### config.mk
export PLATFORM = sky130hd
export DESIGN_NAME = vram_write_scheduler
export DESIGN_NICKNAME = d
export VERILOG_FILES = /design/src/rtl/vram_write_scheduler.sv
export SDC_FILE = /design/constraint.sdc
export NUM_CORES = 1
export LEC_CHECK = 0
export ABC_AREA = 1
export BUFFER_PORTS_ARGS = -buffer_cell sky130_fd_sc_hd__buf_2
export CAP_MARGIN = 20
export CORE_MARGIN = 5
export CORE_UTILIZATION = 50
export DETAILED_ROUTE_END_ITERATION = 10
export PLACE_DENSITY = 0.75
export SLEW_MARGIN = 10
export SYNTH_ARGS = -nofsm -noshare
export SYNTH_HDL_FRONTEND = slang
export SYNTH_SLANG_ARGS = --single-unit
### constraint.sdc
create_clock -name clk -period 3.7 [get_ports clk]
set_clock_uncertainty 0.05 [all_clocks]
set_input_delay 0.74 -clock clk [delete_from_list [all_inputs] [get_ports clk]]
set_output_delay 0.74 -clock clk [all_outputs]
set_load 0.01 [all_outputs]
### src/rtl/vram_write_scheduler.sv
// Shared address-port scheduler for screen_ram/color_ram: scanout first, then queued host writes or a clear-screen fill.
// Optional build macro VRAM_GUARD_EN: out-of-range host writes are dropped and flagged on wr_err.
module vram_write_scheduler #(
  parameter int FIFO_DEPTH = 4,
  parameter int COLS       = 80,
  parameter int ROWS       = 25
) (
  input  logic        clk,
  input  logic        rst_n,
  input  logic        disp_active,
  input  logic [11:0] disp_addr,
  input  logic        wr_valid,
  output logic        wr_ready,
  input  logic [11:0] wr_addr,
  input  logic [7:0]  wr_char,
  input  logic [7:0]  wr_colr,
  input  logic [1:0]  wr_be,
  input  logic        clr_start,
  input  logic [7:0]  clr_char,
  input  logic [7:0]  clr_colr,
  output logic        busy,
  output logic [11:0] ram_addr,
  output logic [7:0]  ram_char_d,
  output logic [7:0]  ram_colr_d,
  output logic        wren_char,
  output logic        wren_colr,
  output logic        wr_err,
  output logic [1:0]  dbg_state
);

  localparam int PW = $clog2(FIFO_DEPTH);
  localparam logic [6:0] COLS_L = 7'(COLS);
  localparam logic [4:0] ROWS_L = 5'(ROWS);

  typedef enum logic [1:0] {
    ST_IDLE       = 2'd0,
    ST_CLEAR_WAIT = 2'd1,
    ST_CLEAR      = 2'd2
  } state_e;

  typedef struct packed {
    logic [11:0] addr;
    logic [7:0]  chr;
    logic [7:0]  colr;
    logic [1:0]  be;
  } entry_t;

  state_e      state_q, state_d;
  entry_t      fifo_q [FIFO_DEPTH];
  entry_t      head;
  logic [PW:0] wptr_q, wptr_d, rptr_q, rptr_d;
  logic        ready_en_q;
  logic [4:0]  row_q, row_d;
  logic [6:0]  col_q, col_d;
  logic [7:0]  fill_char_q, fill_char_d, fill_colr_q, fill_colr_d;
  logic [11:0] addr_q, addr_d;
  logic [7:0]  char_q, char_d, colr_q, colr_d;
  logic        wren_char_q, wren_char_d, wren_colr_q, wren_colr_d;
  logic        empty, full, push, pop;

  // Handshake: a write is accepted on any edge where wr_valid and wr_ready are both high;
  // wr_ready depends only on registered state, never on wr_valid.
  assign empty    = (wptr_q == rptr_q);
  assign full     = (wptr_q[PW] != rptr_q[PW]) && (wptr_q[PW-1:0] == rptr_q[PW-1:0]);
  assign wr_ready = ready_en_q && !full && (state_q == ST_IDLE);
  assign push     = wr_valid && wr_ready;
  assign head     = fifo_q[rptr_q[PW-1:0]];
  assign wptr_d   = wptr_q + {{PW{1'b0}}, push};
  assign rptr_d   = rptr_q + {{PW{1'b0}}, pop};

`ifdef VRAM_GUARD_EN
  logic err_q, err_d;
  logic entry_bad;
  assign entry_bad = (head.addr[6:0] >= COLS_L) || (head.addr[11:7] >= ROWS_L);
  assign wr_err    = err_q;
`else
  assign wr_err    = 1'b0;
`endif

  always_comb begin
    state_d     = state_q;
    row_d       = row_q;
    col_d       = col_q;
    fill_char_d = fill_char_q;
    fill_colr_d = fill_colr_q;
    addr_d      = addr_q;
    char_d      = char_q;
    colr_d      = colr_q;
    wren_char_d = 1'b0;
    wren_colr_d = 1'b0;
    pop         = 1'b0;
`ifdef VRAM_GUARD_EN
    err_d       = 1'b0;
`endif

    case (state_q)
      ST_IDLE: begin
        if (clr_start && ready_en_q) begin
          state_d     = ST_CLEAR_WAIT;
          fill_char_d = clr_char;
          fill_colr_d = clr_colr;
        end
      end
      ST_CLEAR_WAIT: begin
        if (empty) begin
          state_d = ST_CLEAR;
          row_d   = '0;
          col_d   = '0;
        end
      end
      default: ;
    endcase

    // Port slot arbitration: scanout, then clear, then queued host writes.
    if (disp_active) begin
      addr_d = disp_addr;
    end else if (state_q == ST_CLEAR) begin
      addr_d      = {row_q, col_q};
      char_d      = fill_char_q;
      colr_d      = fill_colr_q;
      wren_char_d = 1'b1;
      wren_colr_d = 1'b1;
      if (col_q == COLS_L - 7'd1) begin
        col_d = '0;
        row_d = row_q + 5'd1;
        if (row_q == ROWS_L - 5'd1) state_d = ST_IDLE;
      end else begin
        col_d = col_q + 7'd1;
      end
    end else if (!empty) begin
      pop = 1'b1;
`ifdef VRAM_GUARD_EN
      if (entry_bad) err_d = 1'b1;
      else
`endif
      begin
        addr_d      = head.addr;
        char_d      = head.chr;
        colr_d      = head.colr;
        wren_char_d = head.be[0];
        wren_colr_d = head.be[1];
      end
    end
  end

  always_ff @(posedge clk) begin
    if (push) fifo_q[wptr_q[PW-1:0]] <= '{addr: wr_addr, chr: wr_char, colr: wr_colr, be: wr_be};
  end

  always_ff @(posedge clk or negedge rst_n) begin
    if (!rst_n) begin
      state_q     <= ST_IDLE;
      wptr_q      <= '0;
      rptr_q      <= '0;
      ready_en_q  <= 1'b0;
      row_q       <= '0;
      col_q       <= '0;
      fill_char_q <= '0;
      fill_colr_q <= '0;
      addr_q      <= '0;
      char_q      <= '0;
      colr_q      <= '0;
      wren_char_q <= 1'b0;
      wren_colr_q <= 1'b0;
`ifdef VRAM_GUARD_EN
      err_q       <= 1'b0;
`endif
    end else begin
      state_q     <= state_d;
      wptr_q      <= wptr_d;
      rptr_q      <= rptr_d;
      ready_en_q  <= 1'b1;
      row_q       <= row_d;
      col_q       <= col_d;
      fill_char_q <= fill_char_d;
      fill_colr_q <= fill_colr_d;
      addr_q      <= addr_d;
      char_q      <= char_d;
      colr_q      <= colr_d;
      wren_char_q <= wren_char_d;
      wren_colr_q <= wren_colr_d;
`ifdef VRAM_GUARD_EN
      err_q       <= err_d;
`endif
    end
  end

  assign busy       = !empty || (state_q != ST_IDLE);
  assign ram_addr   = addr_q;
  assign ram_char_d = char_q;
  assign ram_colr_d = colr_q;
  assign wren_char  = wren_char_q;
  assign wren_colr  = wren_colr_q;
  assign dbg_state  = state_q;

endmodule

# After elaboration in Yosys (flattened, before gate mapping)
# Memory sizes are Yosys's and may differ from the RTL's.
# Index checks and enable logic that the tools add are counted.
[word_totals]
ff_bits = 67
mem_count = 1
ram_bits = 120
inputBits = 63
[classes]
n_addsub = 4
muxes = 35
bitwise = 1
eq_ne = 9
reduce_logical = 12
[memory_table]
columns = ["name", "words", "word_bits", "read_ports", "rd_clocked_by_memory_dff", "wr", "line", "text"]
rows = [
  ["fifo_q", 4, 30, 1, 0, 1, "49", "entry_t fifo_q [FIFO_DEPTH];"],
]
[ops]
columns = ["cell", "n"]
rows = [
  ["$mux 12", 3],
  ["$mux 7", 5],
  ["$mux 8", 4],
  ["$mux 5", 5],
  ["$mux 2", 6],
  ["$mux 1", 11],
  ["$add 7x1->7 const B", 1],
  ["$eq 7x7->1 const B", 1],
  ["$add 3x1->3", 2],
  ["$add 5x1->5 const B", 1],
  ["$eq 5x5->1 const B", 1],
  ["$logic_and 1x1->1", 5],
  ["$pmux 2 s2", 1],
  ["$reduce_and 2->1", 2],
  ["$eq 3x3->1", 1],
  ["$ne 3x2->1 const B", 1],
  ["$eq 2x1->1 const B", 1],
  ["$eq 2x2->1", 1],
  ["$eq 2x2->1 const B", 1],
  ["$logic_not 1->1", 2],
  ["$logic_not 2->1", 1],
  ["$ne 2x1->1 const B", 1],
  ["$reduce_bool 2->1", 1],
  ["$logic_or 1x1->1", 1],
  ["other kinds (2)", 2],
]

# Depth between registers and ports, before layout
# Gate-level depths: netlist (run 1).
[logic_depth]
ltp_word = 8
mapped_depth = 11
depth_no_buf = 9

# Least setup slack after synthesis (run 1)
# No wires, ideal clock.
[synth_timing]
kind = "register -> register"
from = "register with a tool-made name"
to = "memory fifo_q[0][0] (netlist name) (enable)"
setup_time_ps = 417
required_time_ps = 3233
n_path_buf = 0
slack_ps = 1028
period_less_slack_ps = 2672
stages_incl_launch_ff = 4
t_arrival_ps = 2205
cell_sequence = "dfrtp_1 -> nor3b_1 -> nand3_1 -> nor2_1"
[synth_lines]
columns = ["element", "line"]
rows = [
  ["end, declared", "49"],
]

# Final worst setup path (run 1)
[layout_timing]
from = "register rptr_q[0]"
to = "output port wr_ready"
[layout_via]
elab_chain_len = 5
[layout_lines]
columns = ["element", "line", "text"]
rows = [
  ["start, declared", "51", "logic [PW:0] wptr_q, wptr_d, rptr_q, rptr_d;"],
  ["start signal, assigned", "171", "rptr_q <= rptr_d;"],
  ["$eq 2x2->1", "64", "assign full = (wptr_q[PW] != rptr_q[PW]) && (wptr_q[PW-1:0] == rptr_q[PW-1:0]);"],
  ["$logic_and 1x1->1", "64", ""],
  ["$logic_not 1->1", "65", "assign wr_ready = ready_en_q && !full && (state_q == ST_IDLE);"],
  ["$logic_and 1x1->1 (2 in series)", "65", ""],
  ["end, declared", "13", "output logic wr_ready,"],
]
# No other way between the ends.

==> results.md, run 1 <==
* Worst Tran Pin Value at roughly 0.81 ns
* Synth cell types at 30
* Clock tree buffer depth at 2
* Antenna Cells at 0
* Combinational share of power at ~5.2%
* Sequential area share after synthesis at 65.57%
* Postcts setup bufs at 0
* PostCTS Resize Cnt at 0
* Vias/cell at 5.147
* CTS Buf Count at 17
* Final worst slack at roughly 0.89 ns
* DRC at 0
* Setup violations, final at 0
* Max-slew violations at 0
* Synth Area per Inst at 10.39 um^2
* Non-Filler Instances at 1,093
* Synth warn at 0
* Max Cap Viol at 0
* Core Util, Final at between 50% and 60%
* Critical R2R Launch: rptr_q[0]
* Placed Cells at 1,061
* Max Freq at 355.6 MHz
* Fraction of layout cells with a size suffix above 1 at roughly a fifth
* Hold WS at 0.3204 ns
* CTS clk-pin slew, worst paths at 0.07 ns
* Mapped cell area at 0.008053 mm^2
* Die width at 136.9 um
* WP data required at a little under 3 ns
* Worst setup SP type: register
* First-pass GRT wire length at between 20,000 and 30,000 um
* I/O pins at 98
* # hold bufs at CTS at 0
* DP Area at 0.008705 mm^2
* Outcome: finished, final reports clean
* Power density cells at 450.8 mW/mm^2
* Initial antenna violation count at 0
* GR Overflow Total at 0
* Maximum VDD drop at 0.0003606 V
* Post-Route WL at 17,370 um
* Switching share of power at between 20% and 30%
* CP endpoint kind: output port
* Share of power burned in registers at between 50% and 60%
* Largest net degree at the start of global routing at 63
* Crit Path Max Fanout at 62
* Worst-path cell chain: buf_4 > nand2_1 > nand2_2 > nand4_1 > nand2_1 > inv_1 > buf_2
* Worst R2R Path Depth at 7
* Leakage at 4.229 nW
* R2r setup slk at 1.32 ns
* Post-synthesis cell count at approximately 780
* Fill cells at 1,324
* Root Driver: clkbuf_16
* Post-synth EDFFs at 120
* Type of the worst setup path: reg2out
* Psw at 944.2 uW
* Die Y at 136.9 um
* #FFs+latches synth at around 190
* Fin crit share at 76.01%
* Pre-CTS setup slack at between 1 and 1.5 ns
* Starting DRC count in detailed routing at 560
* Syn_nets at 845
* Core Box Area at roughly 0.016 mm^2
* GPL Wtd Cong at approximately 0.83
* WL per Instance at about 16 um
* Row count at 46
* H-tree Lvls at 4
* Reg-to-reg endpoint: fifo_q[0][7]
* Worst hold path type: in2async
* Synth async-reset ratio at 35.83%
* RSZ-0062 raised after global routing: no
* Clock sinks at between 150 and 200
* Via count at 5,626
* Most used cell, CP: nand2_1
* CTS tree: done
* Total GRT Usage at 19.57%
* Fin crit period at 2.812 ns
* I/O Buffers at 96
* Clock Power Share at 39.1%
* Internal at about 3.2 mW
* Data arrival, critical path at 2.02 ns
* Final hold vios at 0
* Critical-path top delay cell: buf_4
* Starting Density at just over 50%
* Area grow syn2layout at 14.62%
* Detail Placement HPWL at 11,570 um
* Die area at 0.01874 mm^2
* First-pass DRT Iterations at 5
* Nets at 934
* Final ANT Viol Nets at 0
* Post-route cell area at 0.009230 mm^2
* Tot Pwr at between 4 and 5 mW
* Slew Limit Headroom at between 40% and 50%
* Crit-path max cell delay at 0.54 ns
* Setup TNS at 0 ns
* Vias in the first global route at 5,275
* Ys flop type: edfxtp_1
* Clock Latency Late Sink at 0.43 ns
## logic make-up (layout without fill, tap and decap cells)
family,Yosys count,in the layout,synth area share [%]
adder cells (fa/ha/maj),7,7,1.088
other,2,2,0.09326
multiplexers,14,14,1.958
XOR/XNOR,7,7,0.7614
flip-flops,187,187,65.57
AND/OR/NAND/NOR,422,422,22.87
AO/OA/AOI/OAI,29,29,1.927
buffers and inverters,107,209,5.733
## final cells by class
cell class,count,area [um^2],area share [%]
Sequential cell,187,5281,57.22
Multi-Input combinational cell,481,2321,25.15
Timing Repair Buffer,104,553.0,5.992
Clock buffer,18,429.2,4.650
Inverter,73,279.0,3.023
Tap cell,216,270.3,2.928
Clock inverter,14,96.34,1.044
## sequential cells by signal, summed over array words and instances, names as in the netlist, named ones only
register,count
fifo_q,120
ram_addr,12
fill_char_q,8
fill_colr_q,8
ram_char_d,8
ram_colr_d,8
col_q,7
row_q,5
rptr_q,3
wptr_q,3
dbg_state,1
ready_en_q,1
wren_char,1
wren_colr,1
## layout by cell type, fill, tap and decap left out, types with 2 or more instances in the layout
| cell | instances |
|---|---|
| nand2_1 | 248 |
| clkinvlp_4 | 3 |
| xor2_1 | 5 |
| a21boi_0 | 2 |
| nand3_1 | 134 |
| clkinv_2 | 2 |
| a21oi_1 | 5 |
| clkinv_1 | 3 |
| nor2_4 | 5 |
| mux2_2 | 14 |
| inv_1 | 66 |
| conb_1 | 2 |
| clkbuf_16 | 17 |
| inv_4 | 2 |
| xnor2_1 | 2 |
| o22ai_1 | 2 |
| nand2_4 | 2 |
| nor2_2 | 5 |
| inv_6 | 4 |
| buf_2 | 96 |
| nor2_1 | 16 |
| inv_2 | 5 |
| o21ai_1 | 3 |
| nand4_1 | 7 |
| o21ai_0 | 16 |
| buf_4 | 7 |
| nand2_2 | 3 |
| clkinv_4 | 2 |
| edfxtp_1 | 120 |
| ha_1 | 7 |
| dfrtp_1 | 66 |
## power groups by stage
stage               Clock [mW]  Sequential, mW  Combinational [mW]
floorplan                    0            2.36               0.104
global placement             0            2.36               0.212
detailed placement           0            2.36               0.219
CTS                       1.66            2.32               0.220
global route              1.74            2.32               0.243
finish                    1.63            2.32               0.216
## synth_stat cells, types with 6 or more instances
| master | count | share of area [%] |
|---|---|---|
| mux2_2 | 14 | 2.0 |
| nand2_1 | 248 | 12 |
| o21ai_0 | 16 | 0.99 |
| buf_2 | 8 | 0.50 |
| buf_4 | 6 | 0.56 |
| edfxtp_1 | 120 | 45 |
| nand3_1 | 134 | 8.3 |
| nor2_1 | 20 | 0.93 |
| ha_1 | 7 | 1.1 |
| dfrtp_1 | 67 | 21 |
| clkbuf_1 | 17 | 0.79 |
| inv_1 | 66 | 3.1 |
| nand4_1 | 7 | 0.54 |
## worst max-delay path by stage
stage	startpoint	end	cells after the start	slack [ns]
global placement	rptr_q[0]	wr_ready	7	1.38
global route	rptr_q[0]	wr_ready	7	0.72
finish	rptr_q[0]	wr_ready	7	0.89
detailed placement	rptr_q[0]	fifo_q[0][7]	7	1.31
CTS	rptr_q[0]	wr_ready	7	0.88
floorplan	register	fifo_q[0][0]	3	1.03
## routing by layer
layer	routed length, um	vias to the layer above	global-route usage [%]
li1	-	2746	-
met1	7870	2713	28.76
met2	8227	152	29.63
met3	1051	15	3.676
met4	221	0	6.486
met5	0	-	0
## worst max-delay path, delay by kind of cell (launching register included)
kind	cells	cell delay, ns
DFF	1	0.39
and+or+nand+nor	4	0.50
buffers and inverters	3	0.70
No activity file was read; power rests on OpenSTA's default activity.
==> run 2: changes to the inputs <==
--- a/config.mk
+++ b/config.mk
@@ -5,7 +5,7 @@
 export SDC_FILE = /design/constraint.sdc
 export NUM_CORES = 1
 export LEC_CHECK = 0
-export ABC_AREA = 1
+export ABC_AREA = 0
 export BUFFER_PORTS_ARGS = -buffer_cell sky130_fd_sc_hd__buf_2
 export CAP_MARGIN = 20
 export CORE_MARGIN = 5
==> constraint.sdc (replaced) <==
create_clock -name clk -period 2.7 [get_ports clk]
set_clock_uncertainty 0.05 [all_clocks]
set_input_delay 0.54 -clock clk [delete_from_list [all_inputs] [get_ports clk]]
set_output_delay 0.54 -clock clk [all_outputs]
set_load 0.01 [all_outputs]
==> run 2 against run 1 <==
- sequential share of layout area rose by 1.5 points
- clock power rose by 55%
- non-clock buffer count rose by 6
- cell count fell by 25%
- die area fell by 4.5%
- clock-buffer cell count did not move
- utilization rose by 1.1 points
- wire length fell by 7.0%
- total power rose by 120%
- combinational power rose to 13 times the previous value
- first-iteration DRC count fell by 30%
- worst setup slack got worse by 0.59 ns
==> results.md, run 2 <==
* Outcome: finished, final reports clean (unchanged)
* # hold bufs at CTS at 0 (unchanged)
* Initial antenna violation count at 0 (unchanged)
* Max reg flops at 120 (unchanged)
* Critical path's top delay family: flip-flops (was buffers and inverters)
* Leading cell type in the layout, fill and taps excluded: edfxtp_1 (was nand2_1)
* Max-slew violations at 0 (unchanged)
* Fraction of layout cells with a size suffix above 1 at 29.35% (was 19.38%)
* Fin crit period at 2.402 ns
* Post-synth EDFFs at 120 (unchanged)
* Final hold vios at 0 (unchanged)
* Maximum VDD drop at 0.0006510 V (was 0.0003606 V)
* WP data required at 2.11 ns (was 2.91 ns)
* Antenna Cells at 0 (unchanged)
* Vias in the first global route at 5,042 (was 5,275)
* Detail Placement HPWL at 10,430 um (was 11,570 um)
* PostCTS Resize Cnt at 0 (unchanged)
* Postcts setup bufs at 0 (unchanged)
* FF/Latch Area at 0.005283 mm^2 (was 0.005281 mm^2)
* First-pass DRT Iterations at 5 (unchanged)
* Setup violations, final at 0 (unchanged)
* Largest family of logic cells by synthesized area: compound AO/OA/AOI/OAI gates (was simple AND/OR/NAND/NOR gates)
* Synth Area in XOR/XNOR at 1.224% (was 0.7613%)
* Worst-path cell chain: xor2_2 > nor3_2 > nand2_1 > buf_2 (was buf_4 > nand2_1 > nand2_2 > nand4_1 > nand2_1 > inv_1 > buf_2)
* Pre-CTS setup slack at 0.3544 ns (was 1.309 ns)
* RSZ-0062 raised after global routing: no (unchanged)
* First-pass GRT wire length at 26,130 um (was 27,900 um)
* Setup TNS at 0 ns (unchanged)
* Core Util, Final at 59.42% (was 58.32%)
* DRC at 0 (unchanged)
* Mapped cell area at 0.007665 mm^2 (was 0.008053 mm^2)
* Row count at 45 (was 46)
* I/O pins at 98 (unchanged)
* Placed Cells at 783 (was 1,061)
* Vias/cell at 5.799 (was 5.147)
* Area grow syn2layout at 17.42% (was 14.62%)
* Adder-Cell Fraction of Synth Area at 1.143% (was 1.088%)
* Die Y at 133.8 um (was 136.9 um)
* Clock sinks at 187 (unchanged)
* Type of the worst setup path: reg2out (unchanged)
* Power density cells at 1028 mW/mm^2 (was 450.8 mW/mm^2)
* Final worst slack at 0.2981 ns (was 0.8876 ns)
* Simple-gate portion of the synthesized area at 8.097% (was 22.87%)
* Ys flop type: edfxtp_1 (unchanged)
* Max Freq at approximately 420 MHz
* CP endpoint kind: output port (unchanged)
* Leakage at 3.557 nW (was 4.229 nW)
* Synth cell types at 44 (was 30)
* Slew Limit Headroom at 40.58% (was 46.00%)
* DP Area at 0.008402 mm^2 (was 0.008705 mm^2)
* Worst Path Buf+Inv at 1 (was 3)
* Synth warn at 0 (unchanged)
* I/O Buffers at 96 (unchanged)
* Mux cell area share after synthesis at 8.962% (was 1.958%)
* GR Overflow Total at 0 (unchanged)
* Multi-input combinational cell area at 0.002238 mm^2 (was 0.002321 mm^2)
* Final ANT Viol Nets at 0 (unchanged)
* CTS tree: done (unchanged)
* Ranking of synthesized cells by area: edfxtp_1 (47%), dfrtp_1 (22%), mux4_2 (4.1%), mux2_2 (2.5%), mux2i_1 (2.4%) (was edfxtp_1 (45%), dfrtp_1 (21%), nand2_1 (12%), nand3_1 (8.3%), inv_1 (3.1%))
* Post-synthesis cell count at 517 (was 775)
* Area leader, netlist: edfxtp_1 (unchanged)
* Non-Filler Instances at 815 (was 1,093)
* Worst setup SP type: register (unchanged)
* Largest net degree at the start of global routing at 68 (was 63)
* Starting DRC count in detailed routing at 390 (was 560)
* Synth async-reset ratio at 35.83% (unchanged)
* Synth cell count leaders: edfxtp_1 (120), dfrtp_1 (67), nand2_1 (34) (was nand2_1 (248), nand3_1 (134), edfxtp_1 (120))
* Crit-path max cell delay at 0.62 ns (was 0.54 ns)
* Worst Tran Pin Value at 0.8913 ns (was 0.8071 ns)
* Clock tree buffer depth at 2 (unchanged)
* Clock Latency Late Sink at 0.43 ns (about the same)
* Fin crit share at 88.96%
* Root Driver: clkbuf_16 (unchanged)
* CTS clk-pin slew, worst paths at 0.07 ns (about the same)
* Die area at 0.01791 mm^2 (was 0.01874 mm^2)
* Critical-path top delay cell: dfrtp_1 (was buf_4)
* Core Box Area at 0.01515 mm^2 (was 0.01583 mm^2)
* Syn_nets at 587 (was 845)
* Hold WS at 0.1570 ns (was 0.3204 ns)
* #FFs+latches synth at 187 (unchanged)
* Max Cap Viol at 0 (unchanged)
* Starting Density at 50.61% (was 50.88%)
* Post-synthesis compound-gate area fraction at 9.076% (was 1.927%)
* Nets at 684 (was 934)
* Post-route cell area at 0.009000 mm^2 (was 0.009230 mm^2)
* Total GRT Usage at 18.82% (was 19.57%)
* Worst hold path type: in2async (unchanged)
* Fill cells at 1,155 (was 1,324)
* Top-count cell post-synth: edfxtp_1 (was nand2_1)
* Post-synth top area share at 47.01% (was 44.75%)
* WL per Instance at 19.83 um (was 15.89 um)
* Most frequent cells in the layout: edfxtp_1 (120), buf_2 (95), dfrtp_1 (65) (was nand2_1 (248), nand3_1 (134), edfxtp_1 (120))
* Data arrival, critical path at 1.81 ns (was 2.02 ns)
* Synth Area per Inst at 14.83 um^2 (was 10.39 um^2)
* Post-Route WL at 16,160 um (was 17,370 um)
* Crit Path Max Fanout at 7 (was 62)
* Die width at 133.8 um (was 136.9 um)
* H-tree Lvls at 4 (unchanged)
* GPL Wtd Cong at 0.8847 (was 0.8333)
* Via count at 4,726 (was 5,626)
* Sequential area share after synthesis at 68.89% (was 65.57%)
* CTS Buf Count at 17 (unchanged)
* Tot Pwr at 9.254 mW (was 4.161 mW)
## run 2: cell types whose count changed in the layout (fill, tap and decap cells not counted), moves of 9 or more
cell	change
o31ai_1	+17
mux2i_1	+18
nand2_1	-214
mux4_2	+14
a21o_1	+9
inv_1	-54
nand3_1	-112
nor2b_1	+19
a2111oi_0	+16
## run 2: worst paths after layout
| check | start | endpoint | slack [ns] | cells after the start |
|---|---|---|---|---|
| max in group asynchronous | rst_n | rptr_q[0] | 1.81 | 1 |
| max reg2reg | wptr_q[0] | fifo_q[1][18] | 0.34 | 5 |
| min | rst_n | col_q[1] | 0.16 | 1 |
| max | wptr_q[1] | busy | 0.30 | 4 |
| min in group clk | wr_addr[4] | fifo_q[0][22] | 0.28 | 1 |
| min reg2reg | ram_char_d[3] | ram_char_d[3] | 0.42 | 2 |
## run 2: cells by family (layout without fill, tap and decap cells)
family                   after synthesis  in the layout
other                                  2              2
multiplexers                          49             49
AND/OR/NAND/NOR                      124            124
buffers and inverters                 44            154
adder cells (fa/ha/maj)                7              7
AO/OA/AOI/OAI                         95             95
flip-flops                           187            187
XOR/XNOR                               9              9
## run 2: power breakdown
group	leakage [nW]	internal [mW]	switching [mW]	total (mW)
combinational	1.36	1.16	1.63	2.79
clock	0.298	1.46	1.06	2.52
sequential	1.89	3.56	0.379	3.94
## run 2: layout make-up
type	count	share of cell area, %
clock inverters	14	1.877
repair buffers	110	6.673
clock buffers	18	4.769
multi-input cells	286	24.87
inverters	12	0.5005
flip-flops and latches	187	58.70
well taps	188	2.614
## run 2: routing by layer
metal | share of wire (%) | vias to the layer above | global-route usage, %
met5 | 0 | - | 0
met3 | 5.4 | 25 | 5.101
li1 | - | 2158 | -
met2 | 51 | 151 | 30.97
met4 | 1.8 | 0 | 6.857
met1 | 42 | 2392 | 24.19
==> run 3: changes to the inputs <==
--- a/config.mk
+++ b/config.mk
@@ -11,6 +11,7 @@
 export CORE_MARGIN = 5
 export CORE_UTILIZATION = 50
 export DETAILED_ROUTE_END_ITERATION = 10
+export HOLD_SLACK_MARGIN = 0.12
 export PLACE_DENSITY = 0.75
 export SLEW_MARGIN = 10
 export SYNTH_ARGS = -nofsm -noshare
==> constraint.sdc (replaced) <==
create_clock -name clk -period 2.6 [get_ports clk]
set_clock_uncertainty 0.05 [all_clocks]
set_input_delay 0.52 -clock clk [delete_from_list [all_inputs] [get_ports clk]]
set_output_delay 0.52 -clock clk [all_outputs]
set_load 0.01 [all_outputs]
==> run 3 against run 2 <==
- combinational power rose by 6%
- flip-flop and latch count did not move
- total power rose by 3.9%
- largest cell class unchanged
- sequential share of layout area fell by 0.19 points
==> results.md, run 3 (synthesis gave the netlist of run 2 again) <==
* Data arrival, critical path at 1.65 ns (was 1.81 ns)
* Die area at 0.01791 mm^2 (unchanged)
* First-pass DRT Iterations at 5 (unchanged)
* Worst setup SP type: register (unchanged)
* Internal at 6.451 mW (was 6.186 mW)
* Clock Latency Late Sink at 0.42 ns (was 0.43 ns)
* Switching share of power at 32.89% (was 33.15%)
* H-tree Lvls at 4 (unchanged)
* Crit-path max cell delay at 0.42 ns (was 0.62 ns)
* Tot Pwr at 9.613 mW (was 9.254 mW)
* Detail Placement HPWL at 10,500 um (was 10,430 um)
* Area grow syn2layout at 17.79% (was 17.42%)
* Clock tree buffer depth at 2 (unchanged)
* Leakage at 3.551 nW (was 3.557 nW)
* Crit Path Max Fanout at 4 (was 7)
* Combinational share of power at 30.9% (was 30.2%)
* Critical path's top delay family: simple AND/OR/NAND/NOR gates (was flip-flops)
* Vias in the first global route at 5,044 (was 5,042)
* Fin crit period at 2.222 ns
* Starting DRC count in detailed routing at 484 (was 390)
* Clock Power Share at 27.1% (was 27.2%)
* Max Cap Viol at 0 (unchanged)
* CP endpoint kind: output port (unchanged)
* Final hold vios at 0 (unchanged)
* I/O Buffers at 96 (unchanged)
* I/O pins at 98 (unchanged)
* Setup violations, final at 0 (unchanged)
* CTS clk-pin slew, worst paths at 0.07 ns (about the same)
* Non-Filler Instances at 817 (was 815)
* PostCTS Resize Cnt at 0 (unchanged)
* Worst Path Buf+Inv at 1 (unchanged)
* Worst-path cell chain: xor2_2 > nor3_2 > nand2_1 > buf_2 (unchanged)
* Total GRT Usage at 18.57% (was 18.82%)
* Psw at 3.162 mW (was 3.068 mW)
* Row count at 45 (unchanged)
* Initial antenna violation count at 0 (unchanged)
* Critical-path top delay cell: dfrtp_2 (was dfrtp_1)
* Core Box Area at 0.01515 mm^2 (unchanged)
* WP data required at 2.03 ns (was 2.11 ns)
* Die Y at 133.8 um (unchanged)
* CTS tree: done (unchanged)
* Final ANT Viol Nets at 0 (unchanged)
* Via count at 4,718 (was 4,726)
* DRC at 0 (unchanged)
* Worst Tran Pin Value at 0.8931 ns (was 0.8913 ns)
* Type of the worst setup path: reg2out (unchanged)
* Fill cells at 1,122 (was 1,155)
* Largest net degree at the start of global routing at 68 (unchanged)
* CTS Buf Count at 17 (unchanged)
* RSZ-0062 raised after global routing: no (unchanged)
* Power density cells at 1065 mW/mm^2 (was 1028 mW/mm^2)
* Most frequent cells in the layout: edfxtp_1 (120), buf_2 (95), dfrtp_1 (65) (unchanged)
* Clock sinks at 187 (unchanged)
* Postcts setup bufs at 0 (unchanged)
* Vias/cell at 5.775 (was 5.799)
* Fin crit share at 85.47%
* Core Util, Final at 59.61% (was 59.42%)
* Maximum VDD drop at 0.0007767 V (was 0.0006510 V)
* Setup TNS at 0 ns (unchanged)
* First-pass GRT wire length at 25,930 um (was 26,130 um)
* Max Freq at 450.0 MHz
* Slew Limit Headroom at 40.46% (was 40.58%)
* WL per Instance at 19.43 um (was 19.83 um)
* Root Driver: clkbuf_16 (unchanged)
* Worst hold path type: in2async (unchanged)
* Placed Cells at 785 (was 783)
* Die width at 133.8 um (unchanged)
* Post-Route WL at 15,880 um (was 16,160 um)
* Max-slew violations at 0 (unchanged)
* Outcome: finished, final reports clean (unchanged)
* Starting Density at 50.61% (unchanged)
* Max reg flops at 120 (unchanged)
* Fraction of layout cells with a size suffix above 1 at 29.41% (was 29.35%)
* # hold bufs at CTS at 0 (unchanged)
* Leading cell type in the layout, fill and taps excluded: edfxtp_1 (unchanged)
* Nets at 686 (was 684)
* Hold WS at 0.1576 ns (was 0.1570 ns)
* Antenna Cells at 0 (unchanged)
* Share of power burned in registers at 42.1% (was 42.6%)
* GR Overflow Total at 0 (unchanged)
* GPL Wtd Cong at 0.8871 (was 0.8847)
run 3: final timing paths:
| path | end | from | slack [ns] | cells past startpoint |
|---|---|---|---|---|
| worst max-delay path | busy | rptr_q[1] | 0.38 | 4 |
| worst min-delay path | col_q[5] | rst_n | 0.16 | 1 |
| worst max register to register | col_q[3] | rptr_q[1] | 0.41 | 5 |
| worst min register to register | ram_colr_d[7] | ram_colr_d[7] | 0.42 | 2 |
| max in group asynchronous | rptr_q[0] | rst_n | 1.72 | 1 |
| min in group clk | fifo_q[3][20] | wr_addr[2] | 0.27 | 1 |
run 3: per-layer routing:
| metal | vias to the layer above | track usage (%) | share of wire [%] |
|---|---|---|---|
| li1 | 2163 | - | - |
| met1 | 2375 | 24.11 | 43 |
| met2 | 147 | 30.40 | 51 |
| met3 | 33 | 4.351 | 4.3 |
| met4 | 0 | 7.600 | 2.1 |
| met5 | - | 0 | 0 |
run 3: area by class of cell:
type	instances	area (um^2)	share of cell area [%]
inverter	12	45.04	0.4989
clock inverter	14	170.2	1.885
tap	188	235.2	2.605
multi-input combinational	286	2238	24.79
clock buffer	18	429.2	4.753
timing repair buffer	112	628.1	6.957
sequential	187	5283	58.51
run 3: worst reg2reg max path: stages (launching register included):
cell	delay [ns]
dfrtp_2	0.39
buf_4	0.63
xnor2_1	0.22
and4_1	0.33
nor2_1	0.12
a221o_1	0.36
run 3: power groups by stage:
stage / logic, mW / registers, mW / clock network [mW]
6_report: 2.97 / 4.04 / 2.60
5_1_grt: 3.27 / 4.10 / 2.78
4_1_cts: 3.00 / 4.04 / 2.65
3_5_place_dp: 2.99 / 4.09 / 0
3_3_place_gp: 2.89 / 4.07 / 0
2_1_floorplan: 1.96 / 4.15 / 0
run 3: per-stage QoR:
step | cell area (um^2) | worst slack (ns)
detailed placement | 8429 | 0.3864
global route | 9029 | 0.2571
CTS | 9029 | 0.3519
floorplan | 7682 | -0.3680
finish | 9029 | 0.3779
global placement | 8429 | 0.4729
